**src/rtl/mux_select_arbiter.sv**
```systemverilog
// mux_select_arbiter: four-channel round-robin arbiter driving the address1/address0
// select pair of a 4:1 data mux, with a valid/ready handshake and a transfer counter.
// Optional feature: define MUX_ARB_LOCK_EN to keep re-granting the current holder
// on each transfer for as long as it keeps requesting (burst lock).
module mux_select_arbiter #(
  parameter int unsigned COUNT_WIDTH = 8
) (
  input  logic                   clk,
  input  logic                   reset,
  input  logic [3:0]             req,
  input  logic                   ready,
  output logic                   valid,
  output logic [3:0]             grant,
  output logic                   address0,
  output logic                   address1,
  output logic [COUNT_WIDTH-1:0] xfer_count
);

  typedef enum logic [0:0] {StIdle, StGrant} state_e;

  state_e                 r_state, w_state_d;
  logic [1:0]             r_last, w_last_d;
  logic [1:0]             r_addr, w_addr_d;
  logic [3:0]             r_grant, w_grant_d;
  logic [COUNT_WIDTH-1:0] r_count, w_count_d;

  logic       w_xfer;
  logic [1:0] w_base;
  logic [1:0] w_win;
  logic       w_found;

  // Round-robin search starting after the pointer; on a transfer the pointer used is
  // the index just completed so back-to-back grants rotate with no bubble.
  always_comb begin
    w_xfer  = (r_state == StGrant) && ready;
    w_base  = w_xfer ? r_addr : r_last;
    w_win   = w_base;
    w_found = 1'b0;
    for (int i = 1; i <= 4; i++) begin
      if (!w_found && req[w_base + 2'(i)]) begin
        w_found = 1'b1;
        w_win   = w_base + 2'(i);
      end
    end
`ifdef MUX_ARB_LOCK_EN
    // Holder keeps the grant while it still requests.
    if (w_xfer && req[r_addr]) begin
      w_win = r_addr;
    end
`else
`endif
  end

  // Next-state logic: hold everything by default, address holds through IDLE.
  always_comb begin
    w_state_d = r_state;
    w_last_d  = r_last;
    w_addr_d  = r_addr;
    w_grant_d = r_grant;
    w_count_d = r_count;
    case (r_state)
      StIdle: begin
        if (w_found) begin
          w_state_d = StGrant;
          w_addr_d  = w_win;
          w_grant_d = 4'b0001 << w_win;
        end
      end
      StGrant: begin
        if (w_xfer) begin
          w_last_d  = r_addr;
          w_count_d = r_count + {{(COUNT_WIDTH-1){1'b0}}, 1'b1};
          if (w_found) begin
            w_addr_d  = w_win;
            w_grant_d = 4'b0001 << w_win;
          end else begin
            w_state_d = StIdle;
            w_grant_d = 4'b0000;
          end
        end else if (!req[r_addr]) begin
          // Holder withdrew before being served.
          w_state_d = StIdle;
          w_grant_d = 4'b0000;
        end
      end
      default: begin
        w_state_d = StIdle;
        w_grant_d = 4'b0000;
      end
    endcase
  end

  // State registers; reset points the pointer at channel 3 so channel 0 wins first.
  always_ff @(posedge clk) begin
    if (reset) begin
      r_state <= StIdle;
      r_last  <= 2'd3;
      r_addr  <= 2'd0;
      r_grant <= 4'b0000;
      r_count <= '0;
    end else begin
      r_state <= w_state_d;
      r_last  <= w_last_d;
      r_addr  <= w_addr_d;
      r_grant <= w_grant_d;
      r_count <= w_count_d;
    end
  end

  assign valid      = (r_state == StGrant);
  assign grant      = r_grant;
  assign address1   = r_addr[1];
  assign address0   = r_addr[0];
  assign xfer_count = r_count;

endmodule

```
**config.mk**
```make
export PLATFORM = sky130hd
export DESIGN_NAME = mux_select_arbiter
export DESIGN_NICKNAME = d
export VERILOG_FILES = /design/src/rtl/mux_select_arbiter.sv
export SDC_FILE = /design/constraint.sdc
export NUM_CORES = 1
export LEC_CHECK = 0
export ABC_AREA = 1
export BUFFER_PORTS_ARGS = -buffer_cell sky130_fd_sc_hd__buf_2
export CELL_PAD_IN_SITES_DETAIL_PLACEMENT = 1
export CELL_PAD_IN_SITES_GLOBAL_PLACEMENT = 1
export CORE_MARGIN = 10
export CORE_UTILIZATION = 35
export CTS_BUF_LIST = sky130_fd_sc_hd__clkbuf_4 sky130_fd_sc_hd__clkbuf_8 sky130_fd_sc_hd__clkbuf_16
export DETAILED_ROUTE_END_ITERATION = 8
export PLACE_DENSITY = 0.7
export SYNTH_ARGS = -nofsm -noshare
export SYNTH_HDL_FRONTEND = slang
export SYNTH_SLANG_ARGS = --single-unit
```
**constraint.sdc**
```tcl
create_clock -name clk -period 1.7 [get_ports clk]
set_input_delay 0.255 -clock clk [delete_from_list [all_inputs] [get_ports clk]]
set_output_delay 0.255 -clock clk [all_outputs]
set_load 0.03 [all_outputs]
```
== After elaboration in Yosys (flattened, before gate mapping) ==
Index checks and enable logic that the tools add are counted.
Word-level totals
  bits in registers: 17
  bits of input ports: 7
  output and inout bits: 15
  logic and storage cells: 59
Cells by class
  add/subtract/negate cells: 4
  $lt $le $gt $ge: 5
  equality and inequality tests: 3
  shift operators: 1
  mux-type cells: 31
  bitwise logic cells: 1
  reductions and logical operators: 9
Operators with widths (count)
  4-bit two-way mux: 4
  2-bit by 3-bit < comparator with 1-bit output, second input constant: 5
  2-bit two-way mux: 7
  1-bit two-way mux: 12
  1-bit binary-select mux with 2-bit select: 5
  8-bit by 1-bit adder with 8-bit output, second input constant: 1
  4-bit one-hot mux with 2 select lines: 1
  2-bit adder, second input constant: 2
  1-bit logical AND: 4
  2-bit one-hot mux with 2 select lines: 1
  2-bit AND reduction: 2
  1-bit by 2-bit left shift with 4-bit output, first input constant: 1
  1-bit zero test: 3
  3-bit != test, second input constant: 1
  2-bit by 1-bit adder with 2-bit output, second input constant: 1
  2-bit by 1-bit != test with 1-bit output, second input constant: 1
  2-bit != test, second input constant: 1
  1-bit one-hot mux with 2 select lines: 1
  1-bit NOT: 1

== Longest topological paths before layout ==
Gate-level depths: netlist of run 1.
  word-level depth: 19
  gate-level depth with buffers: 15
  depth with buffers taken out: 14

== Least setup slack after synthesis of run 1 ==
Ideal clock, no wire load.
  kind: register to register
  start: register r_state, in the netlist valid
  end: register r_grant[0], in the netlist grant[0]
  setup time: 0.068 ns
  arrival: 1.808 ns
  data required time: 1.632 ns
  setup slack: -0.176 ns
  cell stages (with the launch flop): 14
  buffers on the path: 1
  period minus slack after synthesis: 1.876 ns
  cell sequence: dfxtp_1 > nand2_2 > buf_6 > nand2_4 > nand2_4 > nand2_2 > nand2_4 > nand2_4 > nand2_4 > nor3_2 > nand2_1 > nand2_2 > nand2_1 > a21oi_2
Between the ends
  longest elaborated chain between the ends: 19
  elaborated cells on any way between the ends: 36
  those cells by class: add/sub (3); eq/ne (2); shift (1); mux (21); bitwise (1); reduce/logical (8)
Ends and longest elaborated chain
  start: declaration: RTL line 21  | state_e r_state, w_state_d;
  start signal: assignment: RTL line 96  | r_state <= StIdle;
  start signal: assignment: RTL line 102  | r_state <= w_state_d;
  1-bit logical AND: RTL line 35  | w_xfer = (r_state == StGrant) && ready;
  2-bit two-way mux
  2-bit by 1-bit adder with 2-bit output: RTL line 40, 42
  1-bit binary-select mux with 2-bit select: RTL line 40  | if (!w_found && req[w_base + 2'(i)]) begin
  1-bit two-way mux (not written as such): RTL line 40
  1-bit two-way mux: RTL line 40
  1-bit zero test: RTL line 40
  1-bit logical AND: RTL line 40
  [... 3 more ...]
  1-bit two-way mux: RTL line 40
  1-bit zero test: RTL line 40
  1-bit logical AND: RTL line 40
  2-bit two-way mux: RTL line 40
  1-bit by 2-bit left shift with 4-bit output: RTL line 66, 75
  4-bit two-way mux: RTL line 73  | if (w_found) begin
  4-bit two-way mux: RTL line 70  | if (w_xfer) begin
  4-bit one-hot mux with 2 select lines: RTL line 61  | case (r_state)
  end signal: assignment: RTL line 105  | r_grant <= w_grant_d;
  end: declaration: RTL line 24  | logic [3:0] r_grant, w_grant_d;
Several ways; a longest one is shown, not always the timed one. The select of a mux whose other input is x is not followed.
A chain may end at the register's enable or synchronous reset.

== Worst setup path after layout of run 1 ==
Same ends and word-level chain as after synthesis.

==> results of run 1 <==
## worst register-to-register path, cell delays in order (launching register included)
cell	delay, ps
dfxtp_4	420
nand2_4	90
buf_6	130
nand2_4	50
nand2_4	80
nand2_2	80
nand2_1	50
nand2_1	60
o21ai_2	60
buf_4	140
nor3_4	190
nand2_2	120
nand2_4	110
nand2_1	70
a21oi_2	120
## kinds of logic after synthesis
family | share of synthesized area (%)
buffers and inverters | 8.36
AND/OR/NAND/NOR | 49.1
flip-flops | 28.1
AO/OA/AOI/OAI | 13.4
adder cells (fa/ha/maj) | 1.03
## layout make-up
class / count / area [sq um]
Fill cell: 445 / 1590
Multi-Input combinational cell: 131 / 923
Sequential cell: 17 / 349
Timing Repair Buffer: 44 / 297
Inverter: 23 / 86.3
Tap cell: 46 / 57.6
Clock buffer: 3 / 22.5
Clock inverter: 1 / 7.51
## power by group through the flow
stage	Combinational [mW]	Sequential, mW	Clock (mW)
finish	1.53	0.581	0.223
global route	1.67	0.594	0.258
CTS	1.40	0.564	0.237
detailed placement	1.29	0.563	0
global placement	1.25	0.557	0
floorplan	0.780	0.684	0
## layer usage
layer / share of wire [%] / vias to the layer above / GRT usage (%)
met2: 52 / 20 / 22.0
li1: - / 642 / -
met3: 4.6 / 2 / 3.72
met5: 0 / - / 0
met4: 0.75 / 0 / 1.97
met1: 43 / 605 / 13.3
## worst paths after layout
kind,cells after the start,end,from
setup / recovery,14,grant[0]$_SDFFE_PP0P_,valid$_SDFF_PP0_
hold / removal,2,grant[0]$_SDFFE_PP0P_,reset
setup reg to reg,14,grant[0]$_SDFFE_PP0P_,valid$_SDFF_PP0_
hold reg to reg,2,grant[2]$_SDFFE_PP0P_,grant[2]$_SDFFE_PP0P_
## through the flow
stage	cells	total power, mW	hold slack, ps
global route	265	2.53	253
finish	265	2.33	250
floorplan	172	1.46	505
detailed placement	253	1.85	464
global placement	253	1.80	447
CTS	262	2.20	249
## sequential cells by signal, indices dropped and copies added, names as in the netlist
register,cells
r_addr,2
r_last,2
xfer_count,8
grant,4
valid,1
## placed cells by master, fill, tap and decap left out, types with 5 or more instances in the layout
| cell type | Yosys | layout |
|---|---|---|
| a21oi_1 | 11 | 9 |
| a21oi_2 | 4 | 6 |
| buf_2 | 0 | 21 |
| buf_4 | 0 | 18 |
| buf_6 | 1 | 5 |
| dfxtp_1 | 17 | 14 |
| inv_1 | 22 | 22 |
| nand2_1 | 40 | 29 |
| nand2_2 | 11 | 17 |
| nand2_4 | 17 | 22 |
| nand3_1 | 12 | 9 |
| nor2_1 | 6 | 6 |
| o21ai_0 | 12 | 10 |
## what timing repair did
action,in CTS,in global routing
buffers inserted,4,3
resized for setup,14,27
cloned,1,0
pin swaps,4,10
endpoints found under the setup margin,7,9
==> results.json, run 1 <==
{
  "crit_path_top_delay_cell": "dfxtp_4",
  "syn_to_final_growth_pct": 43.8,
  "routedWlPerCell_microns": 14.7,
  "numCtsBuffers": 3,
  "initial_core_util_pct": 36.3,
  "grt_max_degree": 12,
  "r2r_slack_ps": -120,
  "yosysSeqAreaShare_pct": 28.1,
  "hold_class": "input port to register",
  "insertedDiodeCount": 0,
  "cp.arrival_ps": 2050,
  "place_hpwl_microns": 2850,
  "post-route-period-util_pct": 107,
  "synth_nets": 180,
  "die_h_microns": 78.9,
  "grt_pass1_vias": 1355,
  "start_kind": "register",
  "drt_iter0_drc": 67,
  "vias": 1269,
  "tns_ps": -628,
  "final_antenna_net_count": 0,
  "clkPwrFrac_pct": 9.6,
  "ir_drop_mv": 0.621,
  "post-synth-top-count-cell": "nand2_1",
  "setup_viol": 7,
  "postCtsHoldBufs": 0,
  "clock_path_buffers": 2,
  "avgSynthCellArea_sq_um": 7.05,
  "p_leak_nw": 0.847,
  "synth.area.top_cells": "dfxtp_1 (28%), nand2_4 (16%), nand2_1 (12%)",
  "drive_gt1_share_pct": 50.7,
  "p_switching_mw": 1.19,
  "dpl_cell_area_sq_um": 1490,
  "violations": "negative setup slack",
  "drt-vias-per-instance": 4.79,
  "synth_warnings": 0,
  "max_cap_violations": 0,
  "netlist_instances": 172,
  "worst_path_dominant_cell_family": "simple AND/OR/NAND/NOR gates",
  "async_reset_ff_share_pct": 0,
  "skew_ps": 11.5,
  "seqPwrFrac_pct": 24.9,
  "place_congestion": 0.790,
  "yosysTopAreaCell": "dfxtp_1",
  "fp.dieW_microns": 78.9,
  "path_class": "register to register",
  "clock_sinks": 17,
  "wl_microns": 3880,
  "root_buffer": "clkbuf_4",
  "pre_cts_ws_ps": -99.9,
  "clock_latency_ps": 290,
  "grt_remaining_overflow": 0,
  "postLayoutCoreUtil_pct": 52.2,
  "outcome": "finished, violations left",
  "syn-cell-area_sq_um": 1210,
  "synth_cell_type_count": 25,
  "cp_slowest_stage_delay_ps": 420,
  "min_period_ps": 1820,
  "portBuffers": 21,
  "p_comb_share_pct": 65.5,
  "coreArea_sq_um": 3340,
  "crit_path_end_kind": "register",
  "final_cell_area_sq_um": 1740,
  "crit_required_ps": 1930,
  "slew_headroom_pct": 70.8,
  "clkTransAtPathRegs_ps": 110,
  "path_max_fanout": 5,
  "post-route-drc-count": 0,
  "yosys-top-cells-count": "nand2_1 (40), inv_1 (22), dfxtp_1 (17), nand2_4 (17)",
  "die_area_sq_um": 6220,
  "dr.pass1.iters": 4,
  "ys_ff_latch": 17,
  "synth_edf_count": 0,
  "rsz0062_at_grt": "yes",
  "synth_top_area_share_pct": 28.1,
  "grt_pass1_wl_microns": 6210,
  "cts_tree": "yes",
  "antenna_found_initial": 0,
  "grtUsageTotal_pct": 11.9,
  "p_per_area_nw_per_um2": 1340,
  "nNetsFinal": 228,
  "power.internal_mw": 1.15,
  "finalMaxSlewViolations": 0,
  "crit_top_cell": "nand2_4",
  "worst_pin_slew_ps": 434,
  "worstPathCellList": "nand2_4 > buf_6 > nand2_4 > nand2_4 > nand2_2 > nand2_1 > nand2_1 > o21ai_2 > buf_4 > nor3_4 > nand2_2 > nand2_4 > nand2_1 > a21oi_2",
  "synth-main-ff-cell": "dfxtp_1",
  "fmax_mhz": 550,
  "crit_buf_inv": 2,
  "swShare_pct": 50.9,
  "setup_ws_ps": -119,
  "fp-row-count": 21,
  "cts_max_level": 1,
  "hold_viol": 0,
  "io_pins": 22
}
Power figures use the tool's default switching activity.
==> inputs of run 2 (changes only) <==
==> constraint.sdc (replaced) <==
create_clock -name clk -period 1.7 [get_ports clk]
set_input_delay 0.255 -clock clk [delete_from_list [all_inputs] [get_ports clk]]
set_output_delay 0.255 -clock clk [all_outputs]
set_load 0.05 [all_outputs]
==> run 2 against run 1 <==
  * The run still ends with negative setup slack left
  * Via count down 3.2%
  * Sequential cell count stayed put
  * Design area is 5.2% lower
  * Wire length fell by 7.1%
  * Global-route usage unchanged
  * Register-to-register slack improved by 80 ps
  * Critical path depth unchanged
  * Core utilization down 2.7 points
  * Clock skew shrank 5.3 ps
  * Die area unchanged
  * Worst hold slack improved by 10 ps
  * Largest power group unchanged
==> results.json, run 2 (synthesis gave the netlist of run 1 again) <==
{
  "min_from": "reset",
  "hold_viol": 0,
  "ir_drop_mv": 0.761,
  "path_max_fanout": 7,
  "insertedDiodeCount": 0,
  "crit_path_end_kind": "register",
  "die_h_microns": 78.9,
  "grt_pass1_vias": 1331,
  "io_pins": 22,
  "dr.pass1.iters": 4,
  "slew_headroom_pct": 83.0,
  "whs_endpoint": "grant[3]$_SDFFE_PP0P_",
  "worst_pin_slew_ps": 254,
  "portBuffers": 21,
  "syn_to_final_growth_pct": 36.3,
  "initial_core_util_pct": 36.3,
  "place_hpwl_microns": 2800,
  "reg2reg_from": "valid$_SDFF_PP0_",
  "nNetsFinal": 220,
  "setup_ws_ps": -38.2,
  "rsz0062_at_grt": "yes",
  "largest_register_ffs": 8,
  "p_leak_nw": 0.803,
  "grt_remaining_overflow": 0,
  "holdPathStages": 2,
  "path_class": "register to register",
  "clkTransAtPathRegs_ps": 90,
  "tns_ps": -76.4,
  "clock_latency_ps": 290,
  "reg2reg_to": "grant[0]$_SDFFE_PP0P_",
  "power_mw": 2.35,
  "grtUsageTotal_pct": 11.9,
  "fp-row-count": 21,
  "hold_class": "input port to register",
  "drive_gt1_share_pct": 48.8,
  "skew_ps": 6.18,
  "crit_required_ps": 1930,
  "coreArea_sq_um": 3340,
  "cts_tree": "yes",
  "setup_viol": 4,
  "wl_microns": 3610,
  "root_buffer": "clkbuf_4",
  "post-route-drc-count": 0,
  "p_per_area_nw_per_um2": 1420,
  "place_congestion": 0.855,
  "outcome": "finished, violations left",
  "grt_pass1_wl_microns": 6160,
  "cp.arrival_ps": 1960,
  "antenna_found_initial": 0,
  "routedWlPerCell_microns": 14.0,
  "finalMaxSlewViolations": 0,
  "min_period_ps": 1740,
  "clock_path_buffers": 2,
  "fmax_mhz": 575,
  "post-route-period-util_pct": 102,
  "drt-vias-per-instance": 4.78,
  "numCtsBuffers": 3,
  "cts_max_level": 1,
  "fp.dieW_microns": 78.9,
  "reg2reg_depth": 14,
  "max_cap_violations": 0,
  "final_cell_mix": "nand2_1 (29), inv_1 (22), buf_2 (21), nand2_2 (20), nand2_4 (18)",
  "postCtsHoldBufs": 0,
  "clock_sinks": 17,
  "r2r_slack_ps": -40,
  "violations": "negative setup slack",
  "grt_max_degree": 10,
  "fin_hold_ws_ps": 260,
  "drt_iter0_drc": 42,
  "start_kind": "register",
  "die_area_sq_um": 6220,
  "startpoint": "valid$_SDFF_PP0_",
  "final_common_cell": "nand2_1",
  "final_antenna_net_count": 0,
  "vias": 1229
}
-- run 2: final cells by class --
type                            count  area (sq um)
Tap cell                           46          57.6
Fill cell                         456          1680
Inverter                           23          86.3
Clock buffer                        4          30.0
Multi-Input combinational cell    131           911
Timing Repair Buffer               36           218
Sequential cell                    17           350
-- run 2: metal layers --
metal,global-route usage (%),wire (microns)
met5,0,0
met4,1.61,0
met3,3.83,185
met2,21.9,1810
met1,13.5,1610
-- run 2: report_power, final --
part	switching [mW]	internal [mW]	total [mW]
Combinational	1.04	0.528	1.56
Clock	0.119	0.107	0.226
Sequential	0.0784	0.486	0.564
Total	1.23	1.12	2.35
-- run 2: worst max-delay path by stage --
stage / slack, ps / cells past startpoint / endpoint
after global routing: -160 / 14 / grant[0]$_SDFFE_PP0P_
final: -40 / 14 / grant[0]$_SDFFE_PP0P_
after detailed placement: -190 / 14 / grant[0]$_SDFFE_PP0P_
after CTS: -40 / 14 / grant[0]$_SDFFE_PP0P_
after global placement: -80 / 13 / grant[2]$_SDFFE_PP0P_
after floorplan: 10 / 13 / grant[0]$_SDFFE_PP0P_
-- run 2: critical path, stage by stage, from the launching register on --
cell and delay (ps):
dfxtp_4 440, nand2_8 100, nand2_8 100, nand2_4 80
nand2_1 100, nand2_2 70, nand2_4 80, nand2_4 70
nand2_4 90, nor2_2 40, nand2_2 80, nand2_4 80
nor2_4 140, nand2_1 80, a21oi_2 130
-- run 2: timing repair --
item                                    4_1_cts  5_1_grt
setup buffers                                 3        2
endpoints found under the setup margin        7        9
cloned                                        1        0
gates resized for setup                      19       12
pin swaps                                     8        4
-- run 2: metrics by stage --
| step | instance area (sq um) | utilization, % | setup WS (ps) | std cells |
|---|---|---|---|---|
| 3_5_place_dp | 1450 | 43.5 | -193 | 247 |
| 5_1_grt | 1650 | 49.5 | -161 | 257 |
| 6_report | 1650 | 49.5 | -38.2 | 257 |
| 3_3_place_gp | 1450 | 43.5 | -81.5 | 247 |
| 4_1_cts | 1600 | 47.9 | -42.1 | 255 |
| 2_1_floorplan | 1230 | - | 11.5 | 172 |
==> inputs of run 3 (changes only) <==
--- a/config.mk
+++ b/config.mk
@@ -5,15 +5,16 @@
 export SDC_FILE = /design/constraint.sdc
 export NUM_CORES = 1
 export LEC_CHECK = 0
-export ABC_AREA = 1
+export ABC_AREA = 0
 export BUFFER_PORTS_ARGS = -buffer_cell sky130_fd_sc_hd__buf_2
 export CELL_PAD_IN_SITES_DETAIL_PLACEMENT = 1
 export CELL_PAD_IN_SITES_GLOBAL_PLACEMENT = 1
 export CORE_MARGIN = 10
-export CORE_UTILIZATION = 35
+export CORE_UTILIZATION = 34
 export CTS_BUF_LIST = sky130_fd_sc_hd__clkbuf_4 sky130_fd_sc_hd__clkbuf_8 sky130_fd_sc_hd__clkbuf_16
 export DETAILED_ROUTE_END_ITERATION = 8
-export PLACE_DENSITY = 0.7
+export GPL_ROUTABILITY_DRIVEN = 0
+export PLACE_DENSITY = 0.69
 export SYNTH_ARGS = -nofsm -noshare
 export SYNTH_HDL_FRONTEND = slang
 export SYNTH_SLANG_ARGS = --single-unit
==> run 3 against run 2 <==
  * The flow now finishes without violations
  * Critical path type unchanged
  * Clock skew is 3.4 ps lower
  * Clock power down 3%
  * Final cell count is 44% lower
  * Power shrank 61%
  * Worst setup slack better by 100 ps
  * Fmax is 6.3% higher
  * Area after synthesis shrank 31%
  * Critical path depth fell by 9
  * Sequential cell count did not move
  * Register-to-register slack better by 100 ps
  * Largest cell class unchanged
==> results.json, run 3 <==
{
  "clkTransAtPathRegs_ps": 100,
  "final_cell_mix": "buf_2 (21), dfxtp_1 (14), nor2_1 (9), nand2_1 (8), a21oi_1 (6)",
  "outcome": "complete, no violations",
  "clock_latency_ps": 290,
  "p_leak_nw": 0.445,
  "fp-row-count": 17,
  "worstPathCellList": "and3_4 > o31ai_2 > a21boi_2 > or3_4 > a32o_1",
  "fin_cells": 145,
  "max_cap_violations": 0,
  "path_class": "register to register",
  "p_comb_share_pct": 27.7,
  "syn-cell-area_sq_um": 838,
  "start_kind": "register",
  "die_area_sq_um": 4850,
  "skew_ps": 2.78,
  "path_max_fanout": 7,
  "hold_class": "input port to register",
  "grt_pass1_vias": 825,
  "syn_to_final_growth_pct": 25.7,
  "power_uw": 924,
  "dp.cells": 141,
  "antenna_found_initial": 0,
  "drt-vias-per-instance": 5.44,
  "seqPwrFrac_pct": 48.6,
  "initial_core_util_pct": 36.8,
  "cp.arrival_ps": 1830,
  "synth-main-ff-cell": "dfxtp_1",
  "ir_drop_mv": 0.586,
  "setup_ws_ps": 65.1,
  "multi_input_area_sq_um": 502,
  "use_met3_pct": 4.56,
  "dpl_cell_area_sq_um": 1000,
  "min_period_ps": 1630,
  "cp.depth": 5,
  "pre_cts_ws_ps": -6.05,
  "clock_path_buffers": 2,
  "use_met2_pct": 15.8,
  "crit_path_end_kind": "register",
  "clock_sinks": 17,
  "ys_ff_latch": 17,
  "cts_tree": "yes",
  "insertedDiodeCount": 0,
  "largest_register_ffs": 8,
  "seq_area_sq_um": 347,
  "reg2reg_depth": 5,
  "drt_iter0_drc": 30,
  "power.internal_uw": 604,
  "wl_microns": 2250,
  "crit_path_end": "grant[2]$_SDFFE_PP0P_",
  "final_common_cell": "buf_2",
  "postLayoutCoreUtil_pct": 46.3,
  "worst_path_dominant_cell_family": "simple AND/OR/NAND/NOR gates",
  "post-route-period-util_pct": 96.2,
  "dr.pass1.iters": 2,
  "synth.area.top_cells": "dfxtp_1 (41%), xor2_1 (4.2%), nor2_1 (4.0%)",
  "vias": 789,
  "rsz0062_at_grt": "yes",
  "swShare_pct": 34.6,
  "setup_viol": 0,
  "die_h_microns": 69.7,
  "grt_max_degree": 16,
  "clkPwrFrac_pct": 23.7,
  "synth_top_area_share_pct": 40.6,
  "post-synth-top-count-cell": "dfxtp_1",
  "reg2reg_to": "grant[2]$_SDFFE_PP0P_",
  "r2r_slack_ps": 70,
  "reg2reg_from": "valid$_SDFF_PP0_",
  "postCtsHoldBufs": 0,
  "coreArea_sq_um": 2280,
  "yosysTopAreaCell": "dfxtp_1",
  "yosys-top-cells-count": "dfxtp_1 (17), nor2_1 (9), nand2_1 (8)",
  "fill_cells": 284,
  "crit_path_top_delay_cell": "or3_4",
  "nNetsFinal": 126,
  "routedWlPerCell_microns": 15.5,
  "grtUsageTotal_pct": 9.40,
  "crit_required_ps": 1890,
  "async_reset_ff_share_pct": 0,
  "final_cell_area_sq_um": 1050,
  "crit_buf_inv": 0,
  "root_buffer": "clkbuf_4",
  "cp_slowest_stage_delay_ps": 400,
  "final_antenna_net_count": 0,
  "tns_ps": 0,
  "yosysSeqAreaShare_pct": 40.6,
  "p_switching_uw": 320,
  "synth_nets": 98,
  "busiest_layer": "met2",
  "fmax_mhz": 612,
  "synth_warnings": 0,
  "slew_headroom_pct": 65.8,
  "io_pins": 22,
  "startpoint": "valid$_SDFF_PP0_",
  "p_per_area_nw_per_um2": 877,
  "portBuffers": 21,
  "cts_max_level": 1,
  "synth_cell_type_count": 34,
  "grt_remaining_overflow": 0,
  "numCtsBuffers": 3,
  "grt_pass1_wl_microns": 3930,
  "avgSynthCellArea_sq_um": 9.31,
  "hold_viol": 0,
  "grt.met1_usage_pct": 10.3,
  "fin_hold_ws_ps": 312,
  "post-route-drc-count": 0,
  "synth_edf_count": 0,
  "fp.dieW_microns": 69.7,
  "drive_gt1_share_pct": 38.5,
  "netlist_instances": 90,
  "worst_pin_slew_ps": 508,
  "finalMaxSlewViolations": 0,
  "place_hpwl_microns": 1760
}
==> run 3: changes by cell type after synthesis, moves of 4 or more <==
cell	before	now
inv_1	22	4
o21ai_0	12	4
a21oi_1	11	6
nand3_1	12	0
xor2_1	0	4
nand2_2	11	1
nand2_1	40	8
nand2_4	17	0
a21oi_2	4	0
==> run 3: routing by layer <==
metal / vias to the layer above / share of wire [%]
met1: 382 / 44
met2: 16 / 49
met5: - / 0
li1: 387 / -
met4: 0 / 1.1
met3: 4 / 6.7
==> run 3: layout make-up <==
class | instances | share of cell area, %
sequential | 17 | 32.9
clock buffer | 3 | 2.14
clock inverter | 1 | 0.475
tap | 28 | 3.33
inverter | 4 | 1.43
multi-input combinational | 68 | 47.6
timing repair buffer | 24 | 12.1
==> run 3: how the worst min path moves through the flow <==
| stage | from | end | slack, ps | cells after the start |
|---|---|---|---|---|
| 3_5_place_dp | grant[3]$_SDFFE_PP0P_ | grant[3]$_SDFFE_PP0P_ | 450 | 2 |
| 3_3_place_gp | grant[3]$_SDFFE_PP0P_ | grant[3]$_SDFFE_PP0P_ | 450 | 2 |
| 4_1_cts | reset | xfer_count[3]$_SDFFE_PP0P_ | 300 | 2 |
| 6_report | reset | xfer_count[0]$_SDFFE_PP0P_ | 310 | 2 |
| 5_1_grt | reset | xfer_count[0]$_SDFFE_PP0P_ | 300 | 2 |
| 2_1_floorplan | reset | r_addr[0]$_SDFFE_PP0P_ | 320 | 1 |
==> run 3: power by group through the flow <==
stage          registers, mW  logic, mW  clock network [mW]
6_report               0.449      0.256               0.219
5_1_grt                0.453      0.277               0.250
4_1_cts                0.448      0.252               0.232
3_5_place_dp           0.457      0.252                   0
3_3_place_gp           0.456      0.248                   0
2_1_floorplan          0.525      0.107                   0
==> run 3: logic make-up (layout without fill, tap and decap cells) <==
| family | after synthesis | in the layout | share of synthesized area [%] |
|---|---|---|---|
| flip-flops | 17 | 17 | 40.6 |
| multiplexers | 4 | 4 | 7.91 |
| buffers and inverters | 5 | 32 | 2.24 |
| XOR/XNOR | 5 | 5 | 5.22 |
| adder cells (fa/ha/maj) | 1 | 1 | 1.49 |
| AO/OA/AOI/OAI | 22 | 22 | 20.4 |
| AND/OR/NAND/NOR | 36 | 36 | 22.1 |
==> run 3: what timing repair did <==
| item | CTS | global route |
|---|---|---|
| hold endpoints to repair | 0 | 0 |
| endpoints found under the setup margin | 0 | 6 |
| gates resized for setup | 0 | 7 |
| setup buffers | 0 | 0 |
